==> config.mk <==
export PLATFORM = sky130hd
export DESIGN_NAME = framebuffer_arbiter_flat
export DESIGN_NICKNAME = d
export VERILOG_FILES = /design/src/rtl/framebuffer_arbiter_if.sv /design/src/rtl/framebuffer_arbiter.sv /design/src/flat_wrapper.sv
export SDC_FILE = /design/constraint.sdc
export NUM_CORES = 1
export LEC_CHECK = 0
export CORE_MARGIN = 2
export CORE_UTILIZATION = 40
export CTS_BUF_LIST = sky130_fd_sc_hd__clkbuf_2 sky130_fd_sc_hd__clkbuf_4 sky130_fd_sc_hd__clkbuf_8
export DETAILED_ROUTE_END_ITERATION = 8
export GPL_TIMING_DRIVEN = 0
export SLEW_MARGIN = 20
export SYNTH_ARGS = -nofsm -noshare
export SYNTH_HDL_FRONTEND = slang
export SYNTH_SLANG_ARGS = --single-unit
export TNS_END_PERCENT = 1
==> constraint.sdc <==
create_clock -name CLK25 -period 9.55 [get_ports CLK25]
set_input_delay 1.91 -clock CLK25 [delete_from_list [all_inputs] [get_ports CLK25]]
set_output_delay 1.91 -clock CLK25 [all_outputs]
set_load 0.01 [all_outputs]
==> src/rtl/framebuffer_arbiter_if.sv <==
// framebuffer_arbiter_if: display, camera and RAM signal bundle for framebuffer_arbiter
// slave  : arbiter side (takes vga/cam requests and ram_rdata, drives RAM port and status)
// master : environment side (VGA timing, camera capture, RAM macro)
// drop_count/peak_level carry data only when FB_ARB_STATS_EN is defined, else they read 0.
interface framebuffer_arbiter_if #(
  parameter int DEPTH = 16,
  parameter int AW = 17,
  parameter int DW = 16
);
  localparam int LW = $clog2(DEPTH) + 1;
  logic vga_rd;
  logic [AW-1:0] vga_addr;
  logic [DW-1:0] vga_data;
  logic vga_valid;
  logic cam_we;
  logic [AW-1:0] cam_addr;
  logic [DW-1:0] cam_data;
  logic cam_ready;
  logic flush;
  logic ovf_clr;
  logic overflow;
  logic [AW-1:0] ram_addr;
  logic [DW-1:0] ram_wdata;
  logic ram_we;
  logic [DW-1:0] ram_rdata;
  logic [15:0] drop_count;
  logic [LW-1:0] peak_level;
  modport slave (
    input vga_rd, vga_addr, cam_we, cam_addr, cam_data, flush, ovf_clr, ram_rdata,
    output vga_data, vga_valid, cam_ready, overflow, ram_addr, ram_wdata, ram_we,
    drop_count, peak_level
  );
  modport master (
    output vga_rd, vga_addr, cam_we, cam_addr, cam_data, flush, ovf_clr, ram_rdata,
    input vga_data, vga_valid, cam_ready, overflow, ram_addr, ram_wdata, ram_we,
    drop_count, peak_level
  );
endinterface

==> src/rtl/framebuffer_arbiter.sv <==
// framebuffer_arbiter: shares one single-port frame-buffer RAM between display reads and buffered camera writes
// Ports: CLK25 (pixel clock), reset (sync, active-high), bus (framebuffer_arbiter_if.slave).
// Display reads always win the RAM port and return 3 cycles after vga_rd is sampled.
// Camera writes queue in a DEPTH-entry FIFO and drain on every non-read cycle, in order.
// Optional statistics (drop_count, peak_level) are built only when FB_ARB_STATS_EN is defined.
module framebuffer_arbiter #(
  parameter int DEPTH = 16,
  parameter int AW = 17,
  parameter int DW = 16
) (
  input logic CLK25,
  input logic reset,
  framebuffer_arbiter_if.slave bus
);
  localparam int PW = $clog2(DEPTH);
  localparam int CW = PW + 1;
  typedef enum logic [1:0] {IDLE, RD, WR} state_t;
  state_t state, next_state;
  logic [AW+DW-1:0] mem [DEPTH];
  logic [PW-1:0] wp, rp;
  logic [CW-1:0] count, count_next;
  logic full, push, pop, drop, rd_tag;
  logic [AW-1:0] addr_next;
  logic [DW-1:0] wdata_next;
  logic we_next;
  assign full = count == CW'(DEPTH);
  assign bus.cam_ready = !full;
  // flush swallows a same-cycle push without counting it as a drop
  assign push = bus.cam_we && !full && !bus.flush;
  assign drop = bus.cam_we && full && !bus.flush;
  always_ff @(posedge CLK25)
    if (reset) state <= IDLE;
    else state <= next_state;
  always_comb next_state = bus.vga_rd ? RD : (count != '0 ? WR : IDLE);
  always_comb begin
    pop = next_state == WR && !bus.flush;
    we_next = pop;
    addr_next = next_state == RD ? bus.vga_addr : (pop ? mem[rp][AW+DW-1:DW] : bus.ram_addr);
    wdata_next = pop ? mem[rp][DW-1:0] : bus.ram_wdata;
    count_next = bus.flush ? '0 : count + CW'(push) - CW'(pop);
  end
  always_ff @(posedge CLK25)
    if (push) mem[wp] <= {bus.cam_addr, bus.cam_data};
  // the registered RD state is the first stage of the read-valid pipe
  always_ff @(posedge CLK25)
    if (reset) begin
      count <= '0;
      wp <= '0;
      rp <= '0;
      bus.ram_addr <= '0;
      bus.ram_wdata <= '0;
      bus.ram_we <= 1'b0;
      rd_tag <= 1'b0;
      bus.vga_valid <= 1'b0;
      bus.vga_data <= '0;
      bus.overflow <= 1'b0;
    end else begin
      count <= count_next;
      wp <= bus.flush ? '0 : wp + PW'(push);
      rp <= bus.flush ? '0 : rp + PW'(pop);
      bus.ram_addr <= addr_next;
      bus.ram_wdata <= wdata_next;
      bus.ram_we <= we_next;
      rd_tag <= state == RD;
      bus.vga_valid <= rd_tag;
      bus.vga_data <= rd_tag ? bus.ram_rdata : bus.vga_data;
      bus.overflow <= drop | (bus.overflow & !bus.ovf_clr);
    end
`ifdef FB_ARB_STATS_EN
  logic [15:0] dc_base;
  logic [CW-1:0] pk_base;
  assign dc_base = bus.ovf_clr ? 16'd0 : bus.drop_count;
  assign pk_base = bus.ovf_clr ? '0 : bus.peak_level;
  always_ff @(posedge CLK25)
    if (reset) begin
      bus.drop_count <= '0;
      bus.peak_level <= '0;
    end else begin
      bus.drop_count <= (drop && dc_base != 16'hFFFF) ? dc_base + 16'd1 : dc_base;
      bus.peak_level <= count_next > pk_base ? count_next : pk_base;
    end
`else
  assign bus.drop_count = '0;
  assign bus.peak_level = '0;
`endif
endmodule

==> src/flat_wrapper.sv <==
// flat-port wrapper written by rule: the top's interface ports become plain ports
module framebuffer_arbiter_flat 
#(
  parameter int DEPTH = 16,
  parameter int AW = 17,
  parameter int DW = 16
)
  (CLK25, reset, bus_vga_rd, bus_vga_addr, bus_cam_we, bus_cam_addr, bus_cam_data, bus_flush, bus_ovf_clr, bus_ram_rdata, bus_vga_data, bus_vga_valid, bus_cam_ready, bus_overflow, bus_ram_addr, bus_ram_wdata, bus_ram_we, bus_drop_count, bus_peak_level);
  framebuffer_arbiter_if #(.DEPTH(DEPTH), .AW(AW), .DW(DW)) bus_i ();
  input logic CLK25;
  input logic reset;
  input wire logic [$bits(bus_i.vga_rd)-1:0] bus_vga_rd;
  input wire logic [$bits(bus_i.vga_addr)-1:0] bus_vga_addr;
  input wire logic [$bits(bus_i.cam_we)-1:0] bus_cam_we;
  input wire logic [$bits(bus_i.cam_addr)-1:0] bus_cam_addr;
  input wire logic [$bits(bus_i.cam_data)-1:0] bus_cam_data;
  input wire logic [$bits(bus_i.flush)-1:0] bus_flush;
  input wire logic [$bits(bus_i.ovf_clr)-1:0] bus_ovf_clr;
  input wire logic [$bits(bus_i.ram_rdata)-1:0] bus_ram_rdata;
  output wire logic [$bits(bus_i.vga_data)-1:0] bus_vga_data;
  output wire logic [$bits(bus_i.vga_valid)-1:0] bus_vga_valid;
  output wire logic [$bits(bus_i.cam_ready)-1:0] bus_cam_ready;
  output wire logic [$bits(bus_i.overflow)-1:0] bus_overflow;
  output wire logic [$bits(bus_i.ram_addr)-1:0] bus_ram_addr;
  output wire logic [$bits(bus_i.ram_wdata)-1:0] bus_ram_wdata;
  output wire logic [$bits(bus_i.ram_we)-1:0] bus_ram_we;
  output wire logic [$bits(bus_i.drop_count)-1:0] bus_drop_count;
  output wire logic [$bits(bus_i.peak_level)-1:0] bus_peak_level;
  assign bus_i.vga_rd = bus_vga_rd;
  assign bus_i.vga_addr = bus_vga_addr;
  assign bus_i.cam_we = bus_cam_we;
  assign bus_i.cam_addr = bus_cam_addr;
  assign bus_i.cam_data = bus_cam_data;
  assign bus_i.flush = bus_flush;
  assign bus_i.ovf_clr = bus_ovf_clr;
  assign bus_i.ram_rdata = bus_ram_rdata;
  assign bus_vga_data = bus_i.vga_data;
  assign bus_vga_valid = bus_i.vga_valid;
  assign bus_cam_ready = bus_i.cam_ready;
  assign bus_overflow = bus_i.overflow;
  assign bus_ram_addr = bus_i.ram_addr;
  assign bus_ram_wdata = bus_i.ram_wdata;
  assign bus_ram_we = bus_i.ram_we;
  assign bus_drop_count = bus_i.drop_count;
  assign bus_peak_level = bus_i.peak_level;
  framebuffer_arbiter #(.DEPTH(DEPTH), .AW(AW), .DW(DW)) u_core (.CLK25(CLK25), .reset(reset), .bus(bus_i));
endmodule
# After elaboration in Yosys (flattened, before gate mapping)
# Memories as Yosys holds them, arrays and structs flattened. A register that Yosys moved wholly into a read port is not among the register bits.
# Cells that the tools add are included.
[totals]
reg_bits = 68
ramBits = 528
in_bits = 72
out_inout_bits = 74
elab_cells = 40
mem_count = 1
[mem_list]
columns = ["memory", "depth", "word_bits", "rd", "rd_ports_with_merged_regs", "wr", "line", "text"]
rows = [
  ["u_core.mem", 16, 33, 1, 1, 1, "framebuffer_arbiter.sv:19", "logic [AW+DW-1:0] mem [DEPTH];"],
]
[classes]
addsub = 4
eq_ne = 4
mux = 7
bitwise = 2
n_reduce_logical = 11
[ops]
columns = ["cell", "count"]
rows = [
  ["two-way mux 17 bit", 2],
  ["adder 4 x 1 -> 4 bit", 2],
  ["adder 5 x 1 -> 5 bit", 1],
  ["equality test 5 bit, second input constant", 1],
  ["logical AND 1 bit", 5],
  ["nonzero test 5 bit", 1],
  ["subtractor 5 x 1 -> 5 bit", 1],
  ["equality test 2 x 1 -> 1 bit, second input constant", 2],
  ["two-way mux 2 bit", 2],
  ["two-way mux 4 bit", 1],
  ["logical NOT 1 bit", 3],
  ["equality test 2 bit, second input constant", 1],
  ["two-way mux 1 bit", 2],
  ["nonzero test 2 bit", 1],
  ["OR reduction 2 bit", 1],
  ["AND 1 bit", 1],
  ["OR 1 bit", 1],
]

# Longest topological paths before layout
[depth]
depth_word = 7
depth_mapped = 14
depth_no_buf = 14

# Worst setup path after synthesis
# OpenSTA, ideal clock, no wires.
[synth_timing]
path_kind = "input to register"
start = "input port bus_flush"
end = "memory u_core.mem[0][0] (netlist bit), enable pin"
setup_ps = 464
arrival_ps = 5066
slack_ps = 4019
path_stages = 3
n_path_buf = 0
path_cell_list = "nor3b_1 or3b_1 nor3_1"
[synth_via]
elab_chain_len = 4
[synth_rtl]
columns = ["element", "line", "text"]
rows = [
  ["from (decl)", "flat_wrapper.sv:17", "input wire logic [$bits(bus_i.flush)-1:0] bus_flush;"],
  ["logical NOT 1 bit", "framebuffer_arbiter.sv:29", "assign push = bus.cam_we && !full && !bus.flush;"],
  ["logical AND 1 bit", "framebuffer_arbiter.sv:29", ""],
  ["two-way mux 1 bit", "framebuffer_arbiter.sv:43", "if (push) mem[wp] <= {bus.cam_addr, bus.cam_data};"],
  ["two-way mux 1 bit (not written as such)", "framebuffer_arbiter.sv:43", ""],
  ["to (decl)", "framebuffer_arbiter.sv:19", ""],
]
# No other way between the ends.

# Final worst setup path
[layout_timing]
start = "input port bus_flush"
end = "memory u_core.mem[2][19] (netlist bit), enable pin"
# Same word-level chain as after synthesis.

==> metrics list <==
* Critical path launch point type: input pin
* Final setup violating endpoints: 0
- No sink is reached through more buffers than the 3 on the longest clock path.
- After the last flow step, the layout net total stands at 1450.
- Type of the worst setup path: input pin to register
* Count of unique library cells instantiated by Yosys: 47
* Initial core utilization: 40.3%
- Flops & latches, synth: about 600
- Number of sinks on the clock net: 596
* CTS tree: done
- Post-CTS repair changed the size of 0 cells.
* DP Cell Count: 2026
- TritonCTS Buffers: between 90 and 100
- The first global-routing pass estimated 80300 um of wire.
- Of the synthesized area, sequential elements account for about three quarters.
- The worst hold path begins at u_core.state[1]$_SDFF_PP0_.
- I/O pin count: ~150
- Setup slack of the most critical reg-to-reg path: 6000 ps
* Endpoint class of the critical path: register
- Across the run, the number of max-cap violations was 0.
- Req. time, crit path: 9920 ps
* Number of standard cells in the final layout excluding fillers: 2205
- STA puts the critical path data arrival time at between 4000 and 5000 ps.
- Post-detailed-route wirelength per cell: roughly 25 um
- Number of I/O port buffers: 123
- In this run the worst path has a maximum fanout of 7.
- For this run, design rule violations remaining after detail routing come to 0.
- Measured against its own limit, the worst slew margin works out to 23.2%.
- Overflow after GRT: 0
* Most frequent cells in the layout: edfxtp_1 (528), mux4_2 (132), clkdlybuf4s50_1 (123)
* Mean instance size in the synthesized netlist: 20.9 sq um
- Path type of the worst min-delay path: register to register
* DP Wirelength: 35500 um
- Measured in cells, the most critical reg-to-reg path has a length of 8.
- Slew at the pin with the worst max-slew slack: 1140 ps
- Initial detailed-routing violation count: 945
* Antenna-violating nets left: 0
- The number of antenna violations at the first check in global routing was 3.
* Final Hold Fails: 0
- Maximum resistive drop on vdd: about 0.097 mV
* Area delta synth->final: 22.2%
- Launching instance or port of the critical path: bus_flush
- Final-layout setup total negative slack: 0 ps
* Filler Cells Inserted: roughly 4.6k
- Leakage Power: around 9 nW
- Ratio of cells with drive above 1 in the final layout: between 20 and 30%
- The synthesized netlist occupies a cell area of 22700 sq um.
- Skew-Pair Late Insertion Delay: 690 ps
- Last element of the critical path: u_core.mem[2][19]$_DFFE_PP_
* Pre-Repair DR Iteration Count: 5
- The run finished with clean final reports.
* Worst-path clk slew: ~70 ps
- H-tree levels: 3
* Leading cell type in the layout, fill and taps excluded: edfxtp_1
- Maximum number of pins on one net before global-route repair: 19
- Global-route usage over all layers: between 10% and 20%
- Hold repair after CTS inserted 0 buffers.
* Total via count in the routed design: 11.7k
- Clk root buf: clkbuf_8
- The number of slew-limit violations in the final report is 0.
* RSZ-0062 raised after global routing: false
* Min Clock Period, post-route: approximately 4600 ps
- Total routed wirelength: 54600 um
- The endpoint identified for the worst register-to-register timing path is u_core.mem[2][19]$_DFFE_PP_.
* Via count of the first global-routing pass: 12.2k
- In the synthesized netlist, the number of instances is 1086.
* Tot Pwr: approximately 5.5 mW
- Between clock sinks in the finished design, the worst skew comes to 29.7 ps.
- Chip height: 242 um
- Timing would allow up to between 200 and 250 MHz.
- Warnings, synthesis: 0
- In the routed layout, each cell is associated on average with a via count of about 5.3.
* Last weighted congestion value of the routability-driven placer: around 0.75
- Dividing total power by cell area gives a power density of 197 nW/um^2.
* Share of the core filled with cells in the final layout: about half
* Width of the chip: roughly 240 um
- Once the clock tree was built, the setup fixing pass inserted 0 buffers.
- Tcrit/Tclk final: a little under half
* Critical R2R Launch: u_core.count[2]$_SDFF_PP0_
- Core Area: 56300 sq um
- Full die area: 58600 sq um
- The floorplan has 87 rows.
## area by class of cell
type                       instances  area (sq um)  area share [%]
sequential                       596         17200            62.1
multi-input combinational        413          5170            18.7
timing repair buffer             164          1860            6.72
clock buffer                     126          1600            5.76
tap                              756           946            3.41
buffer                            81           440            1.59
clock inverter                    52           430            1.55
inverter                          16          60.1           0.217
antenna                            1          2.50         0.00903
## metal layers
layer,global-route usage [%],vias up,wire (um),share of wire (%)
li1,-,5036,-,-
met1,25.4,6167,23400,43
met2,29.9,403,26300,48
met3,4.87,85,3820,7.0
met4,6.01,4,1060,1.9
met5,0,-,23,0.042
## critical path: stages
cell             delay (ps)
clkdlybuf4s50_1         540
nor3b_1                 770
nand3b_1                480
nor3_2                  710
buf_4                   310
buf_4                   200
## per-stage QoR
step           hold WS (ps)  area, sq um  setup WS [ps]
2_1_floorplan           372        22800           4020
3_3_place_gp            381        24900            156
3_5_place_dp            380        25700           4380
4_1_cts                 391        27700           5090
5_1_grt                 433        27700           4920
6_report                392        27700           4990
## cell usage after synthesis (all sizes together)
cell,n,area [sq um]
a21o,1,7.51
a311oi,2,17.5
mux2,1,11.3
inv,16,60.1
o21ai,4,20.0
nor4bb,1,10.0
xnor2,3,26.3
xor2,3,26.3
nand2,3,11.3
a2111oi,2,17.5
o22ai,1,6.26
clkbuf,20,76.3
or3b,1,8.76
nand3b,19,143
a21oi,8,43.8
nor3b,3,22.5
dfxtp,68,1360
nor2b,4,25.0
nand2b,5,31.3
ha,10,125
nor4b,2,32.5
mux2i,52,521
nor2,38,143
o211ai,14,105
edfxtp,528,15900
nor4,3,31.3
or2,1,6.26
and2,5,31.3
conb,1,3.75
nand3,3,15.0
buf,61,364
a22oi,42,315
fa,1,20.0
nor3,6,30.0
or3,3,18.8
a211oi,1,7.51
mux4,132,2970
a32oi,1,8.76
o221ai,16,140
or4b,1,10.0
## worst min-delay path by stage
stage	endpoint	slack, ps	cells after the start
CTS	u_core.rd_tag$_SDFF_PP0_	390	1
finish	u_core.rd_tag$_SDFF_PP0_	390	1
floorplan	u_core.rd_tag$_SDFF_PP0_	370	1
detailed placement	u_core.rd_tag$_SDFF_PP0_	380	1
global route	u_core.rd_tag$_SDFF_PP0_	430	1
global placement	u_core.rd_tag$_SDFF_PP0_	380	1
## sequential cells by signal, summed over array words and instances, names as in the netlist, 2 cells and up
name	cells
u_core.bus.ram_addr	17
u_core.bus.ram_wdata	16
u_core.bus.vga_data	16
u_core.count	5
u_core.mem	528
u_core.rp	4
u_core.state	2
u_core.wp	4
## logic make-up (layout without fill, tap and decap cells)
| logic type | after synthesis | in the layout | synth area share (%) |
|---|---|---|---|
| adders and majority gates | 11 | 11 | 0.640 |
| muxes | 185 | 185 | 15.5 |
| buffers and inverters | 97 | 439 | 2.21 |
| and+or+nand+nor | 98 | 98 | 2.51 |
| DFF | 596 | 596 | 75.9 |
| other | 1 | 22 | 0.0165 |
| xor gates and xnor gates | 6 | 6 | 0.232 |
| AOI/OAI and AO/OA | 92 | 92 | 3.04 |
## report_power, final
| group | switching, mW | total [mW] | leakage (nW) | internal [mW] |
|---|---|---|---|---|
| sequential | 0.0179 | 2.89 | 5.31 | 2.87 |
| clock | 1.01 | 2.30 | 1.06 | 1.29 |
| combinational | 0.150 | 0.274 | 2.41 | 0.125 |
| total | 1.18 | 5.46 | 8.78 | 4.28 |
No activity file was read; power rests on OpenSTA's default activity.
